<file path="config.mk">
export PLATFORM = sky130hd
export DESIGN_NAME = p251_inv_flat
export DESIGN_NICKNAME = d
export VERILOG_FILES = /design/src/rtl/p251_inv_if.sv /design/src/rtl/p251_inv.sv /design/src/flat_wrapper.sv
export SDC_FILE = /design/constraint.sdc
export NUM_CORES = 1
export LEC_CHECK = 0
export CAP_MARGIN = 20
export CORE_ASPECT_RATIO = 1.4
export CORE_MARGIN = 2
export CORE_UTILIZATION = 40
export DETAILED_ROUTE_END_ITERATION = 10
export GPL_ROUTABILITY_DRIVEN = 0
export GPL_TIMING_DRIVEN = 0
export HOLD_SLACK_MARGIN = 0.15
export PLACE_DENSITY = 0.61
export SYNTH_ARGS = -nofsm -noshare
export SYNTH_HDL_FRONTEND = slang
export SYNTH_SLANG_ARGS = --single-unit
export TNS_END_PERCENT = 50
</file>
<file path="constraint.sdc">
create_clock -name i_clk -period 20.4 [get_ports i_clk]
set_clock_uncertainty 0.15 [all_clocks]
set_input_delay 3.06 -clock i_clk [delete_from_list [all_inputs] [get_ports i_clk]]
set_output_delay 3.06 -clock i_clk [all_outputs]
set_load 0.01 [all_outputs]
</file>
<file path="src/rtl/p251_inv_if.sv">
// Start/done handshake and operand/result bus for the GF(251) inverse unit.
interface p251_inv_if;
    logic       i_start;
    logic [7:0] in_1;
    logic [7:0] out;
    logic       o_done;
    logic       o_busy;

    modport master (output i_start, output in_1, input out, input o_done, input o_busy);
    modport slave  (input i_start, input in_1, output out, output o_done, output o_busy);
endinterface

</file>
<file path="src/rtl/p251_inv.sv">
// GF(251) multiplicative inverse by Fermat exponentiation: out = in_1^249 mod 251.
// One modular multiply per cycle, 16 square/multiply steps per operand.
module p251_inv (
    input  logic         i_clk,
    input  logic         i_rst,
    p251_inv_if.slave    bus
);
    localparam int unsigned W   = 8;
    localparam int unsigned KW  = 4;
    localparam logic [W-1:0] MOD = 8'd251;
    localparam logic [W-1:0] EXP = 8'b1111_1001;

    typedef enum logic [1:0] {IDLE, RUN, DONE} state_t;

    state_t        state_q, state_d;
    logic [W-1:0]  a_q, a_d;
    logic [W-1:0]  acc_q, acc_d;
    logic [KW-1:0] k_q, k_d;
    logic [W-1:0]  out_q, out_d;
    logic          done_q, done_d;
    logic          busy_q, busy_d;

    logic [2:0]    bit_idx;
    logic [W-1:0]  mul_y;
    logic [W-1:0]  mul_res;
    logic [W-1:0]  in_red;

    // x*y mod 251 using 256 = 5 (mod 251) folded twice, then one conditional subtract.
    function automatic logic [W-1:0] mod_mul(input logic [W-1:0] x, input logic [W-1:0] y);
        logic [15:0] p;
        logic [10:0] t1;
        logic [8:0]  t2;
        p  = 16'(x) * 16'(y);
        t1 = 11'(p[15:8]) * 11'd5 + 11'(p[7:0]);
        t2 = 9'(t1[10:8]) * 9'd5 + 9'(t1[7:0]);
        if (t2 >= 9'(MOD)) begin
            mod_mul = 8'(t2 - 9'(MOD));
        end else begin
            mod_mul = t2[7:0];
        end
    endfunction

    // Even steps square, odd steps multiply by a when the exponent bit is set.
    always_comb begin
        bit_idx = ~k_q[3:1];
        if (k_q[0]) begin
            mul_y = EXP[bit_idx] ? a_q : 8'd1;
        end else begin
            mul_y = acc_q;
        end
        mul_res = mod_mul(acc_q, mul_y);
        in_red  = (bus.in_1 >= MOD) ? 8'(bus.in_1 - MOD) : bus.in_1;
    end

    always_comb begin
        state_d = state_q;
        a_d     = a_q;
        acc_d   = acc_q;
        k_d     = k_q;
        out_d   = out_q;
        done_d  = 1'b0;
        busy_d  = busy_q;

        case (state_q)
            IDLE, DONE: begin
                if (bus.i_start) begin
                    a_d     = in_red;
                    acc_d   = 8'd1;
                    k_d     = '0;
                    state_d = RUN;
                    busy_d  = 1'b1;
                end else begin
                    state_d = IDLE;
                    busy_d  = 1'b0;
                end
            end
            RUN: begin
                acc_d = mul_res;
                k_d   = k_q + 4'd1;
                if (k_q == 4'd15) begin
                    out_d   = mul_res;
                    done_d  = 1'b1;
                    state_d = DONE;
                end
            end
            default: begin
                state_d = IDLE;
                busy_d  = 1'b0;
            end
        endcase
    end

    always_ff @(posedge i_clk or posedge i_rst) begin
        if (i_rst) begin
            state_q <= IDLE;
            a_q     <= '0;
            acc_q   <= '0;
            k_q     <= '0;
            out_q   <= '0;
            done_q  <= 1'b0;
            busy_q  <= 1'b0;
        end else begin
            state_q <= state_d;
            a_q     <= a_d;
            acc_q   <= acc_d;
            k_q     <= k_d;
            out_q   <= out_d;
            done_q  <= done_d;
            busy_q  <= busy_d;
        end
    end

    assign bus.out    = out_q;
    assign bus.o_done = done_q;
    assign bus.o_busy = busy_q;
endmodule

</file>
<file path="src/flat_wrapper.sv">
// flat-port wrapper written by rule: the top's interface ports become plain ports
module p251_inv_flat 
  (i_clk, i_rst, bus_i_start, bus_in_1, bus_out, bus_o_done, bus_o_busy);
  p251_inv_if bus_i ();
  input  logic i_clk;
  input  logic i_rst;
  input wire logic [$bits(bus_i.i_start)-1:0] bus_i_start;
  input wire logic [$bits(bus_i.in_1)-1:0] bus_in_1;
  output wire logic [$bits(bus_i.out)-1:0] bus_out;
  output wire logic [$bits(bus_i.o_done)-1:0] bus_o_done;
  output wire logic [$bits(bus_i.o_busy)-1:0] bus_o_busy;
  assign bus_i.i_start = bus_i_start;
  assign bus_i.in_1 = bus_in_1;
  assign bus_out = bus_i.out;
  assign bus_o_done = bus_i.o_done;
  assign bus_o_busy = bus_i.o_busy;
  p251_inv u_core (.i_clk(i_clk), .i_rst(i_rst), .bus(bus_i));
endmodule
</file>
==> summary.md, run 1 <==
| Metric | Value |
|---|---|
| Top-Level Pins | `21` |
| Area delta synth->final | `11.9%` |
| Worst Setup SP | `u_core.k_q[2]$_DFFE_PP0P_` |
| Worst Hold Class | `flip-flop to flip-flop` |
| R2r startpoint | `u_core.k_q[2]$_DFFE_PP0P_` |
| Largest net degree at the start of global routing | `20` |
| H-tree levels | `2` |
| Detail Placement HPWL | `8.40 mm` |
| Arr. time, crit path | `11.11 ns` |
| Initial antenna violation count | `0` |
| Hold Crit Depth | `2` |
| Synth Area in Compound Gates | `14.4%` |
| Top cells by area, synth | `fa_1 19%, ha_1 18%, dfrtp_1 17%` |
| Fin. max-slew vios | `0` |
| Core area | `0.0117 mm^2` |
| Worst slew pin tran | `1.06 ns` |
| Top cell type's share of synthesized area | `18.6%` |
| Crit start category | `flip-flop` |
| Simple-Gate Fraction of Synth Area | `18.7%` |
| Part of the cycle the worst path needs | `54.5%` |
| CTS Buf Count | `5` |
| Final setup TNS | `0 ns` |
| GRT Total Usage | `17.1%` |
| Post-synth cell types | `53` |
| Final Hold Violating Endpoints | `0` |
| Rel. slew slack | `28.9%` |
| Global route overflow | `0` |
| Main combinational cell family by area after synthesis | `adder cells` |
| Port-buffer cells | `20` |
| Cts hold-fix bufs | `0` |
| Die H | `133 um` |
| Crit path kind | `flip-flop to flip-flop` |
| Die width | `95.9 um` |
| Synth Register Bits | `32` |
| Reg-to-reg slack, setup | `9.29 ns` |
| Clk_lat worst skew | `0.27 ns` |
| R2R depth | `37` |
| Sequential fraction of the synthesis area | `16.9%` |
| Rows | `47` |
| XOR/XNOR share of the synthesized area | `4.97%` |
| First-pass GRT wire length | `17.5 mm` |
| Die area | `0.0127 mm^2` |
| Critical path peak fanout | `8` |
| CP endpoint kind | `flip-flop` |
| Setup violators final | `0` |
| DRT Pass-1 Iters | `4` |
| Mux share of post-synthesis cell area | `0.900%` |
| Worst reg2reg path endpoint | `u_core.bus.out[5]$_DFFE_PP0P_` |
| # Post-CTS Setup Buffers | `0` |
| Cell count after synthesis | `520` |
| Critical Path Sink | `u_core.bus.out[5]$_DFFE_PP0P_` |
| Synthesized cell area | `0.00473 mm^2` |
| Post-synth ARST share | `100%` |
| Setup WS pre-CTS | `9.35 ns` |
| CTS Root Cell | `clkbuf_16` |
| Vias in the first global route | `3742` |
| DR vias | `3642` |
| Max_cap viols | `0` |
| Routed Wire Length | `10.3 mm` |
| Vias/cell | `5.24` |
| Cell accounting for the most synthesized area | `fa_1` |
| Post-Syn Nets | `643` |
| Layout cell share with drive strength beyond 1 | `4.20%` |
| Critical path's slowest cell | `a31oi_1` |
| Clock sink total | `32` |
| Post-Synth Adder-Cell Area | `36.6%` |
| Final min period | `11.11 ns` |
| Remaining DRCs | `0` |
| F_max | `90.0 MHz` |
| Post-CTS Resized | `0` |
| ANT cells | `0` |
| Worst-path clk slew | `0.05 ns` |
| Post-synth EDFFs | `0` |
| Starting density of the core | `40.4%` |
| Ys Warns | `0` |
| DRT antenna net count | `0` |
| RSZ-0062 raised after global routing | `false` |
| DRC marker count from the first detailed-route iteration | `90` |
| Outcome | `finished, final reports clean` |
| Crit-path most repeated cell | `inv_1` |
| CP max stage delay | `0.86 ns` |
| DR WL/cell | `14.8 um` |
| Min setup slack post-route | `9.29 ns` |
| Post-Syn Area per Cell | `9.09 um^2` |
| Net count reported at finish | `671` |
| Ys flop type | `dfrtp_1` |
| CTS Buffer Depth | `2` |
| CTS tree | `done` |
| WP data required | `20.40 ns` |
[cells by family after synthesis]
group | after synthesis
DFF | 32
muxes | 4
xor gates and xnor gates | 26
AOI/OAI and AO/OA | 94
and+or+nand+nor | 158
adders and majority gates | 112
buffers and inverters | 94
[area by class of cell]
class / count / area [um^2]
Buffer: 10 / 41.3
Clock buffer: 7 / 153
Fill cell: 1126 / 6410
Inverter: 84 / 315
Multi-Input combinational cell: 394 / 3570
Sequential cell: 32 / 801
Tap cell: 147 / 184
Timing Repair Buffer: 21 / 228
[through the flow]
step / cells / instance area, um^2 / hold slack (ns) / utilization [%]
after CTS: 695 / 5290 / 0.327 / 45.2
after global routing: 695 / 5290 / 0.363 / 45.2
after detailed placement: 688 / 5140 / 0.313 / 43.9
after global placement: 687 / 5110 / 0.311 / 43.7
final: 695 / 5290 / 0.323 / 45.2
after floorplan: 520 / 4730 / 0.291 / -
[worst max-delay path: cells and delay by family, from the launching register on]
kind	cells	cell delay, ns
adder cells (fa/ha/maj)	11	4.69
AO/OA/AOI/OAI	8	2.59
AND/OR/NAND/NOR	6	1.55
XOR/XNOR	4	1.09
buffers and inverters	8	0.48
flip-flops	1	0.41
[placed cells by master, fill, tap and decap left out, types with 3 or more instances in the layout]
cell type	instances
inv_1	84
ha_1	68
nor2b_1	62
fa_1	44
nand2_1	33
dfrtp_1	32
o21ai_0	24
clkdlybuf4s50_1	20
xnor2_1	19
a21oi_1	18
nor2_1	12
nand2b_1	11
a31oi_1	9
nand3_1	8
clkbuf_1	8
and2_1	8
nor3_1	7
a21o_1	7
o21a_1	6
xor2_1	6
a22o_1	6
clkbuf_16	5
o21ai_1	4
and3_1	4
or2_2	3
nor4_1	3
[per-layer routing]
layer / vias to the layer above / track usage (%) / share of wire, %
met4: 0 / 3.33 / 1.2
met3: 13 / 1.65 / 1.4
met2: 32 / 31.4 / 56
met1: 1810 / 21.4 / 41
met5: - / 0 / 0
li1: 1787 / - / -
[cell usage after synthesis, types with 9 or more instances]
library cell,n
dfrtp_1,32
nand2b_1,11
o21ai_0,24
nor2b_1,62
ha_1,68
a21oi_1,18
nand2_1,33
fa_1,44
nor2_1,12
xnor2_1,19
inv_1,84
a31oi_1,9
[flip-flops by register name (all words and copies together), names as in the netlist]
name,cells
u_core.a_q,8
u_core.bus.o_busy,1
u_core.bus.out,8
u_core.acc_q,8
u_core.k_q,4
u_core.state_q,2
u_core.bus.o_done,1
[worst min-delay path by stage]
stage / startpoint / endpoint
finish: u_core.a_q[0]$_DFFE_PP0P_ / u_core.a_q[0]$_DFFE_PP0P_
floorplan: u_core.a_q[0]$_DFFE_PP0P_ / u_core.a_q[0]$_DFFE_PP0P_
detailed placement: u_core.bus.o_busy$_DFFE_PP0N_ / u_core.bus.o_busy$_DFFE_PP0N_
CTS: u_core.bus.o_busy$_DFFE_PP0N_ / u_core.bus.o_busy$_DFFE_PP0N_
global placement: u_core.a_q[0]$_DFFE_PP0P_ / u_core.a_q[0]$_DFFE_PP0P_
global route: u_core.a_q[1]$_DFFE_PP0P_ / u_core.a_q[1]$_DFFE_PP0P_
Power of run 1 is not shown: default switching activity piles up to over one toggle a cycle in this logic, so the estimate is an artifact.
==> run 2, diff against run 1 <==
--- a/config.mk
+++ b/config.mk
@@ -13,7 +13,7 @@
 export GPL_ROUTABILITY_DRIVEN = 0
 export GPL_TIMING_DRIVEN = 0
 export HOLD_SLACK_MARGIN = 0.15
-export PLACE_DENSITY = 0.61
+export PLACE_DENSITY = 0.63
 export SYNTH_ARGS = -nofsm -noshare
 export SYNTH_HDL_FRONTEND = slang
 export SYNTH_SLANG_ARGS = --single-unit
==> constraint.sdc (replaced) <==
create_clock -name i_clk -period 9.1 [get_ports i_clk]
set_clock_uncertainty 0.15 [all_clocks]
set_input_delay 1.365 -clock i_clk [delete_from_list [all_inputs] [get_ports i_clk]]
set_output_delay 1.365 -clock i_clk [all_outputs]
set_load 0.01 [all_outputs]
==> summary.md, run 2 (same netlist as run 1, synthesis figures left out) <==
| Metric | Value |
|---|---|
| Worst slew pin tran | `0.631 ns` |
| Hold EP | `u_core.bus.out[3]$_DFFE_PP0P_` |
| Worst-path clk slew | `0.05 ns` |
| Part of the cycle the worst path needs | `105%` |
| Max_cap viols | `0` |
| Failing checks | `setup timing` |
| Vias in the first global route | `3965` |
| DR WL/cell | `14.6 um` |
| Hold_sp | `u_core.bus.out[3]$_DFFE_PP0P_` |
| R2R depth | `40` |
| Final min period | `9.58 ns` |
| Top-Level Pins | `21` |
| Reg-to-reg slack, setup | `-0.48 ns` |
| Vias/cell | `5.18` |
| Delay-heaviest family, CP | `adder cells` |
| DR vias | `3815` |
| GRT Total Usage | `17.9%` |
| Layer with the highest usage | `met2` |
| CP max stage delay | `0.56 ns` |
| Die width | `95.9 um` |
| RSZ-0062 raised after global routing | `true` |
| Setup violators final | `16` |
| GR Layer Usage met2 | `32.8%` |
| ANT cells | `0` |
| Fillers | `1025` |
| CP endpoint kind | `flip-flop` |
| Largest net degree at the start of global routing | `22` |
| Clock sink total | `32` |
| Min setup slack post-route | `-0.479 ns` |
| Placed inst area | `0.00544 mm^2` |
| Rows | `47` |
| Register area | `802 um^2` |
| DRT antenna net count | `0` |
| Most frequent cells in the layout | `73 x inv_1, 57 x nor2b_1, 54 x ha_1, 40 x fa_1, 34 x buf_4` |
| Cts hold-fix bufs | `0` |
| WP data required | `9.11 ns` |
| Critical path's slowest cell | `fa_1` |
| Final setup TNS | `-5.97 ns` |
| CTS Buf Count | `5` |
| Net count reported at finish | `711` |
| Global route overflow | `0` |
| CTS Buffer Depth | `2` |
| Commonest non-fill, non-tap cell in the layout | `inv_1` |
| Core area | `0.0117 mm^2` |
| Final Hold Violating Endpoints | `0` |
| Die area | `0.0127 mm^2` |
| Critical path depth | `40` |
| Fin. max-slew vios | `0` |
| Layout cell share with drive strength beyond 1 | `25.0%` |
| R2r startpoint | `u_core.k_q[2]$_DFFE_PP0P_` |
| Worst reg2reg path endpoint | `u_core.bus.out[7]$_DFFE_PP0P_` |
| Port-buffer cells | `20` |
| Remaining DRCs | `0` |
| CTS Root Cell | `clkbuf_16` |
| Worst Hold Class | `flip-flop to flip-flop` |
| Cells after DPL | `688` |
| H-tree levels | `2` |
| F_max | `104 MHz` |
| Clk_lat worst skew | `0.27 ns` |
| Detail Placement HPWL | `8.33 mm` |
| Arr. time, crit path | `9.59 ns` |
| Buf/Inv on CP | `8` |
| Outcome | `finished with violations` |
| Multi-input logic area | `0.00415 mm^2` |
| First-pass GRT wire length | `18.3 mm` |
| Rel. slew slack | `57.9%` |
| Area delta synth->final | `31.4%` |
| Critical path peak fanout | `8` |
| Grt met1 use | `21.2%` |
| DRC marker count from the first detailed-route iteration | `109` |
| Crit-path most repeated cell | `inv_2` |
| Crit path kind | `flip-flop to flip-flop` |
| Fin Hold WS | `0.331 ns` |
| Starting density of the core | `40.4%` |
| Initial antenna violation count | `0` |
| Hold Crit Depth | `2` |
| DRT Pass-1 Iters | `4` |
| CTS tree | `done` |
| Crit start category | `flip-flop` |
| Finished Cell Area | `0.00621 mm^2` |
| Die H | `133 um` |
| Cell Count, Final, Fillers Out | `736` |
| Routed Wire Length | `10.7 mm` |
| Met3 usage | `1.42%` |
[run 2: cell count changes in the layout (fill, tap and decap cells not counted), moves of 6 or more]
cell / previous run / this run
a31oi_4: 0 / 7
buf_6: 0 / 7
nand2b_1: 11 / 5
buf_4: 1 / 34
a31oi_1: 9 / 2
a21oi_1: 18 / 10
inv_2: 0 / 11
nand2b_4: 0 / 6
ha_1: 68 / 54
ha_4: 0 / 11
inv_1: 84 / 73
[run 2: through the flow]
stage	util (%)	setup WS, ns
2_1_floorplan	-	0.00292
3_3_place_gp	46.2	-0.765
3_5_place_dp	46.5	-0.834
4_1_cts	51.8	-0.517
5_1_grt	53.1	-0.849
6_report	53.1	-0.479
[run 2: cell type report]
class                      count  share of cell area, %
multi-input combinational    394                   66.8
sequential                    32                   12.9
timing repair buffer          61                   8.92
inverter                      84                   5.07
tap                          147                   2.96
clock buffer                   6                   2.23
buffer                        10                  0.906
clock inverter                 2                  0.161
[run 2: how the worst max path moves through the flow]
stage	from	end	slack, ns
floorplan	u_core.k_q[2]$_DFFE_PP0P_	u_core.bus.out[5]$_DFFE_PP0P_	0.003
global placement	u_core.k_q[2]$_DFFE_PP0P_	u_core.bus.out[5]$_DFFE_PP0P_	-0.76
detailed placement	u_core.k_q[2]$_DFFE_PP0P_	u_core.bus.out[6]$_DFFE_PP0P_	-0.83
CTS	u_core.k_q[2]$_DFFE_PP0P_	u_core.bus.out[5]$_DFFE_PP0P_	-0.52
global route	u_core.k_q[2]$_DFFE_PP0P_	u_core.bus.out[7]$_DFFE_PP0P_	-0.85
finish	u_core.k_q[2]$_DFFE_PP0P_	u_core.bus.out[7]$_DFFE_PP0P_	-0.48
[run 2: what timing repair did]
action | in CTS | in global routing
resized for setup | 42 | 30
endpoints found under the hold margin | 0 | 0
pin swaps | 56 | 34
endpoints found under the setup margin | 16 | 16
buffers inserted | 35 | 5
[run 2: metal layers]
layer | part of all wire (%) | up-vias
met5 | 0 | -
met4 | 3.5 | 0
met1 | 40 | 1877
met2 | 55 | 39
met3 | 1.4 | 30
li1 | - | 1869
[run 2: worst reg2reg max path, delay by kind of cell (launching register included)]
family / cells / cell delay [ns]
muxes: 1 / 0.28
DFF: 1 / 0.41
buffers and inverters: 8 / 0.52
xor gates and xnor gates: 2 / 0.28
adders and majority gates: 11 / 4.44
and+or+nand+nor: 10 / 1.88
AOI/OAI and AO/OA: 8 / 1.52
Power of run 2 is left out for the same reason.
